`config.mk`:
```
export PLATFORM = sky130hd
export DESIGN_NAME = run_sequencer
export DESIGN_NICKNAME = d
export VERILOG_FILES = /design/src/rtl/run_sequencer.sv
export SDC_FILE = /design/constraint.sdc
export NUM_CORES = 1
export LEC_CHECK = 0
export CAP_MARGIN = 20
export CORE_AREA = 8 8 86 88
export CTS_BUF_LIST = sky130_fd_sc_hd__clkbuf_2
export CTS_CLUSTER_SIZE = 30
export DETAILED_ROUTE_END_ITERATION = 8
export DIE_AREA = 0 0 94 96
export GPL_TIMING_DRIVEN = 0
export PLACE_DENSITY_LB_ADDON = 0.05
export SETUP_SLACK_MARGIN = 0.05
export SLEW_MARGIN = 20
export SYNTH_ARGS = -nofsm -noshare
export SYNTH_HDL_FRONTEND = slang
export SYNTH_SLANG_ARGS = --single-unit
export TNS_END_PERCENT = 20
```
`constraint.sdc`:
```
create_clock -name clk -period 2.32 [get_ports clk]
set_clock_uncertainty 0.05 [all_clocks]
set_input_delay 0.232 -clock clk [delete_from_list [all_inputs] [get_ports clk]]
set_output_delay 0.232 -clock clk [all_outputs]
set_load 0.01 [all_outputs]
```
`src/rtl/run_sequencer.sv`:
```
// Run controller for the core's start/halt handshake. It launches either one program or
// all programs in order and reports cycles per run. Latency: go->start is 1 cycle and halt->done is 2 cycles; go is ignored while busy.
module run_sequencer #(
  parameter int NUM_PROGS    = 3,
  parameter int PROG_W       = 2,
  parameter int START_CYCLES = 2,
  parameter int CNT_W        = 16,
  parameter int TIMEOUT      = 1000
) (
  input  logic                 clk,
  input  logic                 rst_n,
  input  logic                 go,
  input  logic                 run_all,
  input  logic [PROG_W-1:0]    prog_sel,
  input  logic                 halt,
  output logic                 start,
  output logic [PROG_W-1:0]    prog_id,
  output logic                 busy,
  output logic                 done,
  output logic                 timeout_err,
  output logic [CNT_W-1:0]     cycle_count,
  output logic [NUM_PROGS-1:0] runs_ok
);

  localparam int                LW          = (START_CYCLES > 1) ? $clog2(START_CYCLES) : 1;
  localparam logic [LW-1:0]     LAUNCH_LAST = LW'(START_CYCLES - 1);
  localparam logic [PROG_W-1:0] LAST_PROG   = PROG_W'(NUM_PROGS - 1);
  localparam logic [CNT_W-1:0]  TIMEOUT_C   = CNT_W'(TIMEOUT);
  localparam logic [PROG_W:0]   NUM_PROGS_C = (PROG_W + 1)'(NUM_PROGS);

  typedef enum logic [2:0] {
    S_IDLE,
    S_LAUNCH,
    S_RUN,
    S_NEXT,
    S_DONE
  } state_t;

  state_t           state;
  logic             all_q;
  logic [LW-1:0]    lcnt;
  logic [CNT_W-1:0] cnt;
  logic [CNT_W-1:0] cnt_inc;
  logic             sel_ok;

  assign cnt_inc = cnt + CNT_W'(1);
  // An out-of-range single-program request is dropped rather than launching a nonexistent program.
  assign sel_ok  = run_all || ({1'b0, prog_sel} < NUM_PROGS_C);

  always_ff @(posedge clk or negedge rst_n) begin
    if (!rst_n) begin
      state       <= S_IDLE;
      all_q       <= 1'b0;
      lcnt        <= '0;
      cnt         <= '0;
      start       <= 1'b0;
      prog_id     <= '0;
      busy        <= 1'b0;
      done        <= 1'b0;
      timeout_err <= 1'b0;
      cycle_count <= '0;
      runs_ok     <= '0;
    end else begin
      case (state)
        S_IDLE: begin
          if (go && sel_ok) begin
            state       <= S_LAUNCH;
            all_q       <= run_all;
            prog_id     <= run_all ? '0 : prog_sel;
            runs_ok     <= '0;
            timeout_err <= 1'b0;
            cnt         <= '0;
            lcnt        <= '0;
            start       <= 1'b1;
            busy        <= 1'b1;
          end
        end

        // halt is deliberately not looked at here: the core is still being started.
        S_LAUNCH: begin
          if (lcnt == LAUNCH_LAST) begin
            start <= 1'b0;
            state <= S_RUN;
          end else begin
            lcnt <= lcnt + LW'(1);
          end
        end

        // cnt holds completed RUN cycles, so cnt_inc is the number of the current cycle.
        // The state is left at TIMEOUT, so the counter can never wrap.
        S_RUN: begin
          if (halt) begin
            cycle_count      <= cnt_inc;
            runs_ok[prog_id] <= 1'b1;
            state            <= S_NEXT;
          end else if (cnt_inc == TIMEOUT_C) begin
            cycle_count <= TIMEOUT_C;
            timeout_err <= 1'b1;
            state       <= S_NEXT;
          end else begin
            cnt <= cnt_inc;
          end
        end

        S_NEXT: begin
          if (all_q && (prog_id < LAST_PROG)) begin
            prog_id <= prog_id + PROG_W'(1);
            cnt     <= '0;
            lcnt    <= '0;
            start   <= 1'b1;
            state   <= S_LAUNCH;
          end else begin
            busy  <= 1'b0;
            done  <= 1'b1;
            state <= S_DONE;
          end
        end

        S_DONE: begin
          done  <= 1'b0;
          state <= S_IDLE;
        end

        default: state <= S_IDLE;
      endcase
    end
  end

endmodule

```
* After elaboration in Yosys (flattened, before gate mapping)
Index checks and enable logic that the tools add are counted.
Storage, ports and cells: output and inout port bits 25, logic and storage cells 92, bits in registers 46
Cells by class: equality and inequality tests 14, reduce and logical (&&, ||, !) cells 22, muxes and demuxes 37, add/sub/neg operators 3, magnitude comparators 4, bitwise gates (word level) 1
Operator list (number):
- 16-bit 2-to-1 mux | 6
- 16-bit case mux with 3 select lines | 1
- 3-bit 2-to-1 mux | 7
- 16-bit by 1-bit adder with 16-bit output, second input constant | 1
- 16-bit by 10-bit == test with 1-bit output, second input constant | 1
- 2-bit inequality test, second input constant | 8
- 3-bit AND reduction | 5
- 3-bit case mux with 4 select lines | 1
- 1-bit 2-to-1 mux | 11
- 4-bit AND reduction | 2
- 2-bit nonzero test | 4
- 3-bit by 2-bit == test with 1-bit output, second input constant | 2
- 2-bit 2-to-1 mux | 3
- 1-bit case mux with 2 select lines | 3
- 1-bit case mux with 3 select lines | 2
- 3-bit case mux with 2 select lines | 1
- 2-bit AND reduction | 3
- 3-bit nonzero test | 2
- 5-bit AND reduction | 1
- 2-bit less-than comparator, second input constant | 2
- 2-bit case mux with 2 select lines | 1
- 3-bit by 1-bit == test with 1-bit output, second input constant | 1
- 3-bit == test, second input constant | 1
- 1-bit logical AND | 3
- 9 further kinds | 9

* Depth between registers and ports, before layout
Gate-level depths: netlist (run 1).
depth after elaboration 7, mapped depth 9, depth with buffers taken out 8

* Worst setup path after synthesis (run 1)
Ideal clock, no wire load.
path kind register -> register, start register cnt[0], end register cnt[4], path slack -0.139 ns, period minus slack after synthesis 2.459 ns, arrival time 2.339 ns, buffers on the path 1, cell stages (with the launch flop) 10, setup time 0.069 ns, data required time 2.201 ns, cells stage by stage dfrtp_1 -> ha_1 -> nand3_2 -> nor3_2 -> and3_1 -> buf_2 -> mux2i_2 -> o21ai_4 -> or4_1 -> nand3_1
Between the ends: longest elaborated chain between the ends 4, elaborated cells between the ends (all ways) 7
Ends and longest elaborated chain:
- start, declared | RTL line 42 | logic [CNT_W-1:0] cnt;
- start signal, assigned | RTL line 101 | cnt <= cnt_inc;
- 16-bit by 1-bit adder with 16-bit output (*) | RTL line 46 | assign cnt_inc = cnt + CNT_W'(1);
- 16-bit by 10-bit == test with 1-bit output or 16-bit 2-to-1 mux (tied branches) | RTL line 96 | end else if (cnt_inc == TIMEOUT_C) begin
- 2-bit inequality test (no source line) or 16-bit 2-to-1 mux (tied branches)
- 5-bit AND reduction (no source line) or 16-bit case mux with 3 select lines (tied branches)
Every way passes the cells marked *; elsewhere a longest branch is shown, timed or not. The select of a mux whose other input is x is not followed. A chain may end at the register's enable or synchronous reset.

* Worst setup path in the final report (run 1)
start register cnt[3], end register cycle_count[1]
Between the ends: longest elaborated chain between the ends 4
Ends and longest elaborated chain:
- 16-bit by 1-bit adder with 16-bit output | RTL line 46
- 16-bit by 10-bit == test with 1-bit output | RTL line 96
- 2-bit nonzero test (no source line)
- 2-bit AND reduction (no source line)
- end signal, assigned | RTL line 93 | cycle_count <= cnt_inc;
- end, declared | RTL line 21 | output logic [CNT_W-1:0] cycle_count,
Every way passes these cells.

==> results of run 1 <==
[synth_stat cells (all sizes together), types with 4 or more instances]
cell,instances
o211ai,5
xor2,5
dfrtp,46
o21ai,15
nor2,21
nand3b,4
a21oi,14
nand2,22
buf,8
or3,4
a22o,10
ha,4
inv,6
nand3,12
nand2b,5
clkbuf,11
nand4,5
a2bb2oi,6
or4,4
o31ai,4
xnor2,11
[placed cells by master, fill, tap and decap left out, drive strengths merged, types with 6 or more instances in the layout]
cell type and instances:
dfrtp 46, clkdlybuf4s50 30, buf 26, nand2 23
nor2 21, o21ai 15, a21oi 14, clkbuf 13
nand3 12, xnor2 11, a22o 10, inv 6
a2bb2oi 6
[per-layer routing]
layer	part of all wire [%]	vias up	routed length, um	GRT usage, %
met3	3.4	8	234	3.12
met2	48	41	3310	26.7
met1	47	1094	3220	20.2
met4	1.2	0	80	4.36
li1	-	1061	-	-
met5	0	-	0	0
[sequential cells by signal, indices dropped and copies added (netlist names)]
signal,count
all_q,1
cycle_count,16
lcnt,1
prog_id,2
cnt,16
done,1
busy,1
timeout_err,1
runs_ok,3
start,1
state,3
[worst max-delay path: stages, from the launching register on]
cell	delay [ns]
dfrtp_1	0.42
buf_6	0.16
nand4_4	0.15
or2_4	0.30
a2111oi_4	0.34
nand4b_4	0.16
o21ai_4	0.35
nand2_4	0.15
a22o_1	0.27
[worst min path at each step]
stage | startpoint | slack [ns] | end
2_1_floorplan | rst_n | -0.11 | all_q
3_3_place_gp | runs_ok[2] | 0.43 | runs_ok[2]
3_5_place_dp | rst_n | 0.19 | cnt[12]
4_1_cts | rst_n | 0.22 | cnt[12]
5_1_grt | rst_n | 0.24 | cycle_count[2]
6_report | rst_n | 0.21 | cycle_count[7]
[cell families after synthesis]
kind of cell / after synthesis / synth area share (%)
AND/OR/NAND/NOR: 94 / 21.0
AO/OA/AOI/OAI: 72 / 22.0
flip-flops: 46 / 43.5
buffers and inverters: 26 / 4.20
XOR/XNOR: 16 / 5.29
multiplexers: 5 / 2.13
adder cells (fa/ha/maj): 4 / 1.89
[final cells by class]
class | count | area, um2 | area share [%]
clock inverters | 2 | 8.76 | 0.259
repair buffers | 48 | 468 | 13.8
flip-flops and latches | 46 | 1150 | 34.1
clock buffers | 6 | 30.0 | 0.888
plain buffers | 16 | 98.8 | 2.92
multi-input cells | 192 | 1500 | 44.3
well taps | 77 | 96.3 | 2.85
inverters | 7 | 26.3 | 0.777
[per-stage QoR]
stage / cell area (um2) / power [mW] / setup slack [ns]
3_3_place_gp: 3090 / 2.30 / -0.652
2_1_floorplan: 2680 / 1.80 / 0.0777
6_report: 3380 / 2.73 / -0.109
4_1_cts: 3320 / 2.73 / -0.0585
5_1_grt: 3380 / 2.91 / -0.205
3_5_place_dp: 3100 / 2.32 / -0.363
[power breakdown]
part / leakage, nW / internal (mW) / total (mW) / switching [mW]
sequential: 0.597 / 0.986 / 1.11 / 0.128
combinational: 0.804 / 0.602 / 1.27 / 0.666
clock: 0.0304 / 0.0740 / 0.347 / 0.273
[repair_timing]
| item | in CTS | in global routing |
|---|---|---|
| endpoints found under the hold margin | 20 | 0 |
| hold buffers | 1 | 0 |
| setup endpoints to repair | 34 | 33 |
| buffers inserted | 13 | 2 |
| pin swaps | 20 | 12 |
| resized for setup | 17 | 16 |
| cloned | 1 | 0 |
==> out/metrics.cfg, run 1 <==
[outcome]
status = finished with violations
violations = setup timing

[global_route]
grt_pass1_wl_mm = 11.2
grt.overflow.total = 0
grt_usage_pct = 15.8
antenna_found_initial = 0
grt_start_max_net_pins = 27
first_global_vias = 2243

[power_and_ir_drop]
power.leakage_nw = 1.43
pwr_density_cell_nw_per_um2 = 807
ir_drop_uv = 425

[synthesis]
synth_area_leaders = dfrtp_1, xnor2_1, a2bb2oi_2
yosysTopAreaCellShare_pct = 43.5
yosys_warnings = 0
ys.flop_type = dfrtp_1
post-synth-top-area-cell = dfrtp_1
syn_area_um2 = 2650
ys_types = 59
synth_cells = 263
syn_avg_cell_area_um2 = 10.1
synth-seq-area-share_pct = 43.5
synth_fp_nets = 274
synth_seq_cells = 46
synth_edf_count = 0
postSynth.asyncResetShare_pct = 100

[clock_network]
root_buffer = clkbuf_2
clk_pin_slew_worst_paths_ns = 0.23
htree_levels = 2
clock_sink_count = 46
cts_tree = yes
cts.path.max_buffers = 2
insertion_delay_ns = 0.44
cts_made_buffers = 5

[timing]
rsz0062_at_grt = true
max_freq_mhz = 412
holdWs_ns = 0.209
period_needed_ns = 2.43
worst_pin_slew_ns = 1.04
max-slew-margin-rel_pct = 30.0
fin_setup_tns_ns = -0.879
hold_viol = 0
timing.final.crit_share_pct = 105
slew_viol_final = 0
report.final.setup_viol = 20
setup_ws_ns = -0.109

[critical_path]
r2r_setup_slack_ns = -0.11
worstPathMaxFanout = 10
r2r-start = cnt[3]
r2r-end = cycle_count[1]
critPathLaunch = cnt[3]
arrival_ns = 2.73
cp.required_ns = 2.62
cp-endpoint = cycle_count[1]
startpoint_type = flop
r2r_cells = 8
path_class = flop to flop
cp-end-kind = flop

[detailed_routing]
postRouteAntennaNets = 0
vias_per_cell = 5.59
wl_per_cell_um = 17.4
drt_iter0_drc = 136
vias = 2204
dr.pass1.iters = 6
routed_wl_mm = 6.85
drcViolationCount = 0

[finish]
drive_gt1_share_pct = 24.3
post_layout_nonfiller_instances = 394
fillerInstances = 564
final_nets = 327
post-route-util_pct = 55.5
diodes = 0
area_delta_synth_final_pct = 27.7

[die]
die_w_um = 94
die_h_um = 96
die_area_um2 = 9020
start_util_pct = 43.5
placementRows = 29
pin_count = 32
core_um2 = 6100

[placement]
dp.cells = 372
io_buffer_count = 31
gp_congestion = 0.842
dp_hpwl_mm = 4.72

[worst_hold_path]
hold_path.class = primary input to asynchronous set/reset pin

[run]
timing.max_cap.violations = 0

Power figures use the tool's default switching activity.
==> inputs of run 2 (changes only) <==
--- a/config.mk
+++ b/config.mk
@@ -14,7 +14,7 @@
 export GPL_TIMING_DRIVEN = 0
 export PLACE_DENSITY_LB_ADDON = 0.05
 export SETUP_SLACK_MARGIN = 0.05
-export SLEW_MARGIN = 20
+export SLEW_MARGIN = 30
 export SYNTH_ARGS = -nofsm -noshare
 export SYNTH_HDL_FRONTEND = slang
 export SYNTH_SLANG_ARGS = --single-unit
==> out/metrics.cfg, run 2 (same netlist as run 1, synthesis figures left out) <==
[global_route]
grt_usage_pct = 16.0  ; +0.20 points
antenna_found_initial = 0  ; unchanged
first_global_vias = 2260  ; +0.76%
grt_pass1_wl_mm = 11.3  ; +0.74%
grt_start_max_net_pins = 47  ; +74%
grt.overflow.total = 0  ; unchanged

[clock_network]
clk_pin_slew_worst_paths_ns = 0.24  ; about the same
cts_made_buffers = 5  ; unchanged
htree_levels = 2  ; unchanged
cts.path.max_buffers = 2  ; unchanged
cts_tree = yes
insertion_delay_ns = 0.42  ; -0.02 ns
clock_sink_count = 46  ; unchanged
root_buffer = clkbuf_2

[detailed_routing]
dr.pass1.iters = 4  ; -2
drt_iter0_drc = 133  ; -2.2%
routed_wl_mm = 6.93  ; +1.1%
drcViolationCount = 0  ; unchanged
wl_per_cell_um = 17.2  ; -1.1%
vias_per_cell = 5.56  ; -0.55%
postRouteAntennaNets = 0  ; unchanged
vias = 2242  ; +1.7%

[finish]
diodes = 0  ; unchanged
final_cell_mix = dfrtp_1, clkdlybuf4s50_1, buf_4, nand2_1, nor2_1
post_layout_nonfiller_instances = 403  ; +2.3%
top_regs = cnt x16, cycle_count x16
mostFrequentLayoutCell = dfrtp_1
area_delta_synth_final_pct = 30.4
final_nets = 336  ; +2.8%
drive_gt1_share_pct = 27.0  ; +2.7 points

[outcome]
violations = setup timing
status = finished with violations

[placement]
dp_hpwl_mm = 4.60  ; -2.5%
post-place-ws_ns = -0.349  ; +0.0140 ns
gp_congestion = 0.842  ; unchanged
io_buffer_count = 31  ; unchanged
dp.cells = 371  ; -0.27%

[critical_path]
cp-end-kind = flop
crit_family = simple AND/OR/NAND/NOR gates
path_class = flop to flop
arrival_ns = 2.67  ; -0.06 ns
cp.required_ns = 2.64  ; +0.02 ns
cp_num_buf_inv = 1  ; unchanged
worstPathMaxFanout = 7  ; -3
crit_chain = ha_4 > nand3_4 > nor3_4 > and3_4 > buf_6 > mux2i_4 > o21ai_4 > or4_1 > nand3_1
cpPeakStageDelay_ns = 0.49  ; +0.07 ns
startpoint_type = flop
critical-path-slowest-cell = or4_1

[die]
core_um2 = 6100  ; unchanged
die_area_um2 = 9020  ; unchanged
placementRows = 29  ; unchanged
pin_count = 32  ; unchanged
start_util_pct = 43.5  ; unchanged
die_w_um = 94  ; unchanged
die_h_um = 96  ; unchanged

[timing]
rsz0062_at_grt = true
worst_pin_slew_ns = 0.656  ; -0.384 ns
hold_viol = 0  ; unchanged
fin_setup_tns_ns = -0.0622  ; +0.817 ns
max_freq_mhz = 426  ; +3.4%
max-slew-margin-rel_pct = 55.9  ; +26 points
setup_ws_ns = -0.0283  ; +0.0805 ns
slew_viol_final = 0  ; unchanged
period_needed_ns = 2.35  ; -0.0805 ns
report.final.setup_viol = 3  ; -85%
timing.final.crit_share_pct = 101  ; -3.5 points
holdWs_ns = 0.269  ; +0.0597 ns

[power_and_ir_drop]
pwr_density_cell_nw_per_um2 = 779  ; -3.5%
ir_drop_uv = 447  ; +5.2%
power.leakage_nw = 1.50  ; +5.0%

[run]
timing.max_cap.violations = 0  ; unchanged

[worst_hold_path]
hold_path.class = primary input to asynchronous set/reset pin

-- run 2: changes by cell type in the layout (fill, tap and decap cells not counted), moves of 2 or more --
cell     change
dfrtp_2      +2
buf_4       +12
buf_2        -3
buf_12       -2
dfrtp_1      -2
-- run 2: per-stage QoR --
stage / area (um2) / util (%) / power (mW)
final: 3450 / 56.7 / 2.69
after detailed placement: 3090 / 50.7 / 2.32
after global routing: 3450 / 56.7 / 2.88
after global placement: 3090 / 50.6 / 2.30
after CTS: 3340 / 54.7 / 2.71
after floorplan: 2680 / - / 1.80
-- run 2: final cells by class --
| type | count | area, um2 |
|---|---|---|
| multi-input cells | 192 | 1520 |
| repair buffers | 57 | 513 |
| fillers | 539 | 2640 |
| flip-flops and latches | 46 | 1160 |
| plain buffers | 16 | 105 |
| inverters | 7 | 26.3 |
| clock inverters | 2 | 8.76 |
| well taps | 77 | 96.3 |
| clock buffers | 6 | 30.0 |
-- run 2: routing by layer --
metal  GRT usage, %  part of all wire (%)  vias to the layer above
met3           3.74                   5.0                       13
met1           20.3                    46                     1095
met2           26.0                    46                       48
li1               -                     -                     1086
met5              0                     0                        -
met4           6.34                   2.9                        0
-- run 2: path summary, 6_finish.rpt --
| path | from | depth (start not counted) | to | slack, ns |
|---|---|---|---|---|
| setup / recovery | cnt[1] | 9 | cnt[4] | -0.03 |
| hold / removal | rst_n | 2 | cycle_count[15] | 0.27 |
| setup reg to reg | cnt[1] | 9 | cnt[4] | -0.03 |
| hold reg to reg | cycle_count[0] | 1 | cycle_count[0] | 0.47 |
| max in group asynchronous | rst_n | 2 | cnt[1] | 1.51 |
| min in group clk | prog_sel[0] | 3 | prog_id[0] | 0.33 |
-- run 2: power breakdown --
part	leakage (nW)	internal [mW]	total (mW)	switching [mW]
combinational	0.879	0.587	1.25	0.661
sequential	0.594	0.986	1.11	0.122
clock	0.0304	0.0742	0.333	0.258
-- run 2: what timing repair did --
action,in CTS,in global routing
endpoints found under the setup margin,34,33
pin swaps,16,7
cloned,1,0
buffers inserted,15,10
hold buffers,1,0
resized for setup,21,15
hold endpoints to repair,46,0
-- run 2: worst register-to-register path, delay by kind of cell (launching register included) --
kind / cells / cell delay [ns]
adders and majority gates: 1 / 0.18
AOI/OAI and AO/OA: 1 / 0.13
muxes: 1 / 0.28
DFF: 1 / 0.46
buffers and inverters: 1 / 0.12
and+or+nand+nor: 5 / 1.09
